**config.mk**
```make
export PLATFORM = sky130hd
export DESIGN_NAME = sine_sample_pwm
export DESIGN_NICKNAME = d
export VERILOG_FILES = /design/src/rtl/sine_sample_pwm.sv
export SDC_FILE = /design/constraint.sdc
export NUM_CORES = 1
export LEC_CHECK = 0
export ABC_AREA = 0
export BUFFER_PORTS_ARGS = -buffer_cell sky130_fd_sc_hd__buf_2
export CORE_MARGIN = 4
export CORE_UTILIZATION = 61
export DETAILED_ROUTE_END_ITERATION = 8
export GPL_TIMING_DRIVEN = 0
export PLACE_DENSITY = 0.79
export SLEW_MARGIN = 20
export SYNTH_ARGS = -nofsm -noshare
export SYNTH_HDL_FRONTEND = slang
export SYNTH_SLANG_ARGS = --single-unit
```
**constraint.sdc**
```tcl
create_clock -name clk_in -period 3.5 [get_ports clk_in]
set_input_delay 0.35 -clock clk_in [delete_from_list [all_inputs] [get_ports clk_in]]
set_output_delay 0.35 -clock clk_in [all_outputs]
set_load 0.02 [all_outputs]
```
**src/rtl/sine_sample_pwm.sv**
```systemverilog
// sine_sample_pwm
// Steps a phase accumulator on each rising edge of the (asynchronous) divided
// tick, converts the phase to an 8-bit offset-binary sine sample through a
// 64-entry quarter-wave table, and drives a single-bit PWM whose duty follows
// the sample (intended for an RC reconstruction filter).
//
// Optional feature, macro SINE_AMPLITUDE_EN: adds an 8-bit amp input that
// scales the table magnitude ((mag*amp)>>8) in one extra registered stage.
// The default build (macro undefined) has no amp port and full-scale output.
module sine_sample_pwm #(
  parameter int PHASE_W = 8,   // >= 8
  parameter int STEP    = 1,   // < 2**(PHASE_W-1)
  parameter int PWM_W   = 8    // fixed at 8 in this revision
) (
  input  logic       clk_in,
  input  logic       rst_n,
  input  logic       tick_in,
  input  logic       enable,
`ifdef SINE_AMPLITUDE_EN
  input  logic [7:0] amp,
`endif
  output logic [7:0] sample,
  output logic       sample_valid,
  output logic [1:0] quadrant,
  output logic       pwm_out
);

  localparam logic [PHASE_W-1:0] STEP_V = PHASE_W'(STEP);

  // First quarter of the wave: round(127*sin(2*pi*(i+0.5)/256)). The half
  // sample offset keeps the mirrored quarters symmetric without a duplicate
  // entry at the quadrant boundaries.
  localparam logic [6:0] SINE_LUT [64] = '{
    7'd2,   7'd5,   7'd8,   7'd11,  7'd14,  7'd17,  7'd20,  7'd23,
    7'd26,  7'd29,  7'd32,  7'd35,  7'd38,  7'd41,  7'd44,  7'd47,
    7'd50,  7'd53,  7'd56,  7'd58,  7'd61,  7'd64,  7'd67,  7'd69,
    7'd72,  7'd74,  7'd77,  7'd79,  7'd82,  7'd84,  7'd86,  7'd89,
    7'd91,  7'd93,  7'd95,  7'd97,  7'd99,  7'd101, 7'd103, 7'd105,
    7'd106, 7'd108, 7'd110, 7'd111, 7'd113, 7'd114, 7'd115, 7'd117,
    7'd118, 7'd119, 7'd120, 7'd121, 7'd122, 7'd123, 7'd124, 7'd124,
    7'd125, 7'd125, 7'd126, 7'd126, 7'd127, 7'd127, 7'd127, 7'd127
  };

  // Tick synchroniser and edge detector
  logic s1_q, s1_d, s2_q, s2_d, s3_q, s3_d;
  logic step;

  // Phase accumulator and pipeline
  logic [PHASE_W-1:0] phase_q, phase_d;
  logic               p1_vld_q, p1_vld_d;
  logic [7:0]         lut_p;
  logic [5:0]         lut_idx;
  logic [6:0]         mag_q, mag_d;
  logic [1:0]         mquad_q, mquad_d;
  logic               p2_vld_q, p2_vld_d;

`ifdef SINE_AMPLITUDE_EN
  logic [7:0]         amp_q, amp_d;
  logic [6:0]         mag_s_q, mag_s_d;
  logic [1:0]         squad_q, squad_d;
  logic               p3_vld_q, p3_vld_d;
`endif

  // Final magnitude stage feeding the output register
  logic [6:0]         out_mag;
  logic [1:0]         out_quad;
  logic               out_vld;

  // Output registers
  logic [7:0]         sample_q, sample_d;
  logic [1:0]         quadrant_q, quadrant_d;
  logic               sample_valid_q, sample_valid_d;

  // PWM
  logic [PWM_W-1:0]   cnt_q, cnt_d;
  logic [7:0]         duty_q, duty_d;
  logic               pwm_q, pwm_d;

  // Tick edge detect, phase step, table lookup and sample formation
  always_comb begin
    // NOTE: every _d starts from a value on every path (hold = _q), so no
    // latch can be inferred.
    s1_d = tick_in;
    s2_d = s1_q;
    s3_d = s2_q;
    step = s2_q & ~s3_q & enable;

    phase_d  = step ? phase_q + STEP_V : phase_q;
    p1_vld_d = step;

    // Odd quadrants read the quarter table backwards (~idx == 63-idx).
    lut_p    = phase_q[PHASE_W-1 -: 8];
    lut_idx  = lut_p[6] ? ~lut_p[5:0] : lut_p[5:0];
    mag_d    = p1_vld_q ? SINE_LUT[lut_idx] : mag_q;
    mquad_d  = p1_vld_q ? lut_p[7:6] : mquad_q;
    p2_vld_d = p1_vld_q;

`ifdef SINE_AMPLITUDE_EN
    amp_d    = step ? amp : amp_q;
    mag_s_d  = p2_vld_q ? 7'(({8'd0, mag_q} * {7'd0, amp_q}) >> 8) : mag_s_q;
    squad_d  = p2_vld_q ? mquad_q : squad_q;
    p3_vld_d = p2_vld_q;
    out_mag  = mag_s_q;
    out_quad = squad_q;
    out_vld  = p3_vld_q;
`else
    out_mag  = mag_q;
    out_quad = mquad_q;
    out_vld  = p2_vld_q;
`endif

    // Positive half: 128+mag = {1,mag}. Negative half: 127-mag = {0,~mag}.
    sample_d       = out_vld ? {~out_quad[1], out_quad[1] ? ~out_mag : out_mag}
                             : sample_q;
    quadrant_d     = out_vld ? out_quad : quadrant_q;
    sample_valid_d = out_vld;
  end

  // Free-running PWM; duty reloads only at the wrap so a period is never split
  always_comb begin
    cnt_d  = cnt_q + PWM_W'(1);
    duty_d = (cnt_q == '1) ? sample_q : duty_q;
    pwm_d  = (cnt_q < duty_q);
  end

  // State registers, all cleared asynchronously by rst_n
  always_ff @(posedge clk_in or negedge rst_n) begin
    if (!rst_n) begin
      s1_q           <= 1'b0;
      s2_q           <= 1'b0;
      s3_q           <= 1'b0;
      phase_q        <= '0;
      p1_vld_q       <= 1'b0;
      mag_q          <= '0;
      mquad_q        <= '0;
      p2_vld_q       <= 1'b0;
`ifdef SINE_AMPLITUDE_EN
      amp_q          <= '0;
      mag_s_q        <= '0;
      squad_q        <= '0;
      p3_vld_q       <= 1'b0;
`endif
      sample_q       <= 8'd128;
      quadrant_q     <= '0;
      sample_valid_q <= 1'b0;
      cnt_q          <= '0;
      duty_q         <= 8'd128;
      pwm_q          <= 1'b0;
    end else begin
      // NOTE: non-blocking assignments so every flop samples pre-edge values.
      s1_q           <= s1_d;
      s2_q           <= s2_d;
      s3_q           <= s3_d;
      phase_q        <= phase_d;
      p1_vld_q       <= p1_vld_d;
      mag_q          <= mag_d;
      mquad_q        <= mquad_d;
      p2_vld_q       <= p2_vld_d;
`ifdef SINE_AMPLITUDE_EN
      amp_q          <= amp_d;
      mag_s_q        <= mag_s_d;
      squad_q        <= squad_d;
      p3_vld_q       <= p3_vld_d;
`endif
      sample_q       <= sample_d;
      quadrant_q     <= quadrant_d;
      sample_valid_q <= sample_valid_d;
      cnt_q          <= cnt_d;
      duty_q         <= duty_d;
      pwm_q          <= pwm_d;
    end
  end

  assign sample       = sample_q;
  assign sample_valid = sample_valid_q;
  assign quadrant     = quadrant_q;
  assign pwm_out      = pwm_q;

endmodule

```
==> results.md <==
- Detailed Route Iter0 Violations: 231
- Synth Cell Area: 0.00316 mm²
- Global-route wire length before repair: between 10 and 15 mm
- Core ar.: about 0.0049 mm²
- Cell count after synthesis: ~350
- Mean post-synth cell area: 9.13 µm²
- TNS Setup: 0 ns
- Ant diodes: 0
- IO Port Bufs: 15
- Max Cap Violations: 0
- FF/Latch Area: 0.00125 mm²
- Worst vdd ir: 547 µV
- Final Non-Filler Cells: 436
- H-tree lvl count: 2
- Fraction of layout cells with a size suffix above 1: 13.6%
- Fin crit share: 88.6%
- RSZ-0062 raised after global routing: no
- Postcts setup bufs: 0
- M1 wire length: ~3.2 mm
- Wire length on met3: 803 µm
- Row cnt: 25
- Slew Viols, Final: 0
- Pleak: 1.49 nW
- Layout area overhead: 8.12%
- Total GRT Usage: 27.7%
- Fin Clk Skew: 0.00791 ns
- Die area: 0.00639 mm²
- Final Power: between 2 and 3 mW
- Synthesis Warnings: 0
- Design Area, Final: 0.00341 mm²
- Chip width: about 80 µm
- TritonCTS sink count: 50
- Tightest Hold Check Type: in -> async
- Largest net degree at the start of global routing: 51
- Dpl cell area: 0.00332 mm²
- Wire per inst: 18.9 µm
- Most used flip-flop cell after synthesis: dfrtp_1
- Crit path time final: just over 3 ns
- Hold violation count in the final report: 0
- Post-DR vias/cell: 6.42
- Fmax: 323 MHz
- CTS tree: built
- Hpwl dp: 5.94 mm
- Synth top area share: 38.0%
- FF-to-FF setup slack: roughly 0.40 ns
- Worst reg-to-reg path cell count: 11
- Critical R2R Capture: mag_q[0]
- Max layer used: met4
- Final wirelength: 8.23 mm
- Placed cells: 428
- Initial Util: 64.7%
- Area contributors post-synth: dfrtp_1 (38%), ha_1 (7.1%), xnor2_1 (5.3%)
- Nets: 390
- Cell Pwr Density: roughly 750 mW/mm²
- Kind of critical path: reg -> reg
- Req. time, crit path: between 3 and 4 ns
- Post-route ant nets: 0
- DR vias: 2799
- Post-synth net total: 368
- Asr flop ratio synth: 100%
- CTS Buf Count: 5
- Total grt overflow: 0
- Final setup fails: 0
- GPL Wtd Cong: roughly 1.1
- # resized after CTS: 0
- 1st-pass router iterations: 8
- Clk buf depth: 2
- Critical Path Start Type: register
- Top-Level Pins: 16
- Vias in the first global route: 2659
- Post-synth EDFFs: 0
- Seq cells post-synth: 50
- Top cell type by total area after synthesis: dfrtp_1
- Seq/Total Area, Yosys: 39.7%
- Status: finished, final reports clean
- Slew margin rel.: 55.4%
- Final WS setup: 0.401 ns
- Hold_buf cts: 0
- # fillers: 417
- Yosys cell types: 57
- Initial antenna violation count: 0
- CP Capture Type: register
- Clock Pin Slew Worst Setup and Hold Paths: 0.09 ns
- WL met2: 3.80 mm
- Multi-input logic area: between 0.0015 and 0.002 mm²
- Clk_lat worst skew: 0.30 ns
- Final Util: 70.0%
- Die H: 80.0 µm
- Root Driver: clkbuf_8
- Crit path DAT: 3.34 ns
- DRC: 0
- Worst Tran Pin Value: 0.668 ns
- Hold_ws: between 0.04 and 0.05 ns
- CP max FO: 10
- RR Startpoint: lut_p[6]
- Dpl ws: slightly above 0.5 ns
## cell type report
| class | instances | area share, % |
|---|---|---|
| multi-input combinational | 249 | 49.4 |
| sequential | 50 | 36.7 |
| buffer | 25 | 3.99 |
| tap | 67 | 2.46 |
| clock buffer | 6 | 2.42 |
| inverter | 22 | 2.42 |
| timing repair buffer | 15 | 2.27 |
| clock inverter | 2 | 0.366 |
## cells in the final DEF (no fill, tap or decap), types with 5 or more instances in the layout
master    instances
clkbuf_1          7
nand3_1          12
nand2b_1          6
nand2_1          30
inv_1            21
mux2_2            6
o21ai_0          16
o221ai_1          7
dfrtp_1          48
nor3_1            5
xnor2_1          19
a211o_1           5
xor2_1            5
buf_4             5
ha_1             18
nor2_1           23
clkbuf_8          6
buf_2            24
o211ai_1          5
a21oi_1          26
## power by group
| group | internal, mW | switching, mW |
|---|---|---|
| Clock | 0.159 | 0.188 |
| Combinational | 0.538 | 0.901 |
| Sequential | 0.680 | 0.111 |
| Total | 1.38 | 1.20 |
## registers in the layout, indices dropped and copies added (netlist names)
name / flops
mquad_q: 2
out_vld: 1
sample_valid: 1
s1_q: 1
lut_p: 8
mag_q: 7
s3_q: 1
duty_q: 8
sample: 8
cnt_q: 8
s2_q: 1
p1_vld_q: 1
quadrant: 2
pwm_out: 1
## kinds of logic after synthesis
| family | synth area share, % |
|---|---|
| and+or+nand+nor | 16.8 |
| DFF | 39.7 |
| xor gates and xnor gates | 6.66 |
| AOI/OAI and AO/OA | 19.7 |
| muxes | 3.09 |
| buffers and inverters | 6.93 |
| adders and majority gates | 7.13 |
## layer usage
layer	up-vias	global-route usage, %
met5	-	0
met4	0	15.4
met3	45	5.98
met2	176	44.2
met1	1305	34.6
li1	1273	-
## critical path, cell delays in order, from the launching register on
cell,delay (ns)
dfrtp_1,0.38
buf_6,0.13
buf_2,0.21
buf_2,0.30
xor2_1,0.39
ha_1,0.22
buf_4,0.18
or3b_1,0.40
a211o_1,0.30
and4_1,0.21
o211ai_1,0.14
a221o_1,0.19
## worst max path at each step
stage	startpoint	endpoint	slack, ns
2_1_floorplan	lut_p[6]	mag_q[0]	0.90
3_3_place_gp	lut_p[6]	mag_q[0]	0.55
6_report	lut_p[6]	mag_q[0]	0.40
3_5_place_dp	lut_p[6]	mag_q[0]	0.51
4_1_cts	lut_p[6]	mag_q[0]	0.47
5_1_grt	lut_p[6]	mag_q[0]	0.28
## cell usage after synthesis, types with 5 or more instances
cell       n
dfrtp_1   48
nand2_1   30
a21oi_1   26
nor2_1    23
inv_1     21
xnor2_1   19
ha_1      18
o21ai_0   16
nand3_1   12
buf_2     10
clkbuf_1   7
o221ai_1   7
mux2_2     6
nand2b_1   6
a211o_1    5
nor3_1     5
o211ai_1   5
xor2_1     5
Power figures use the tool's default switching activity.
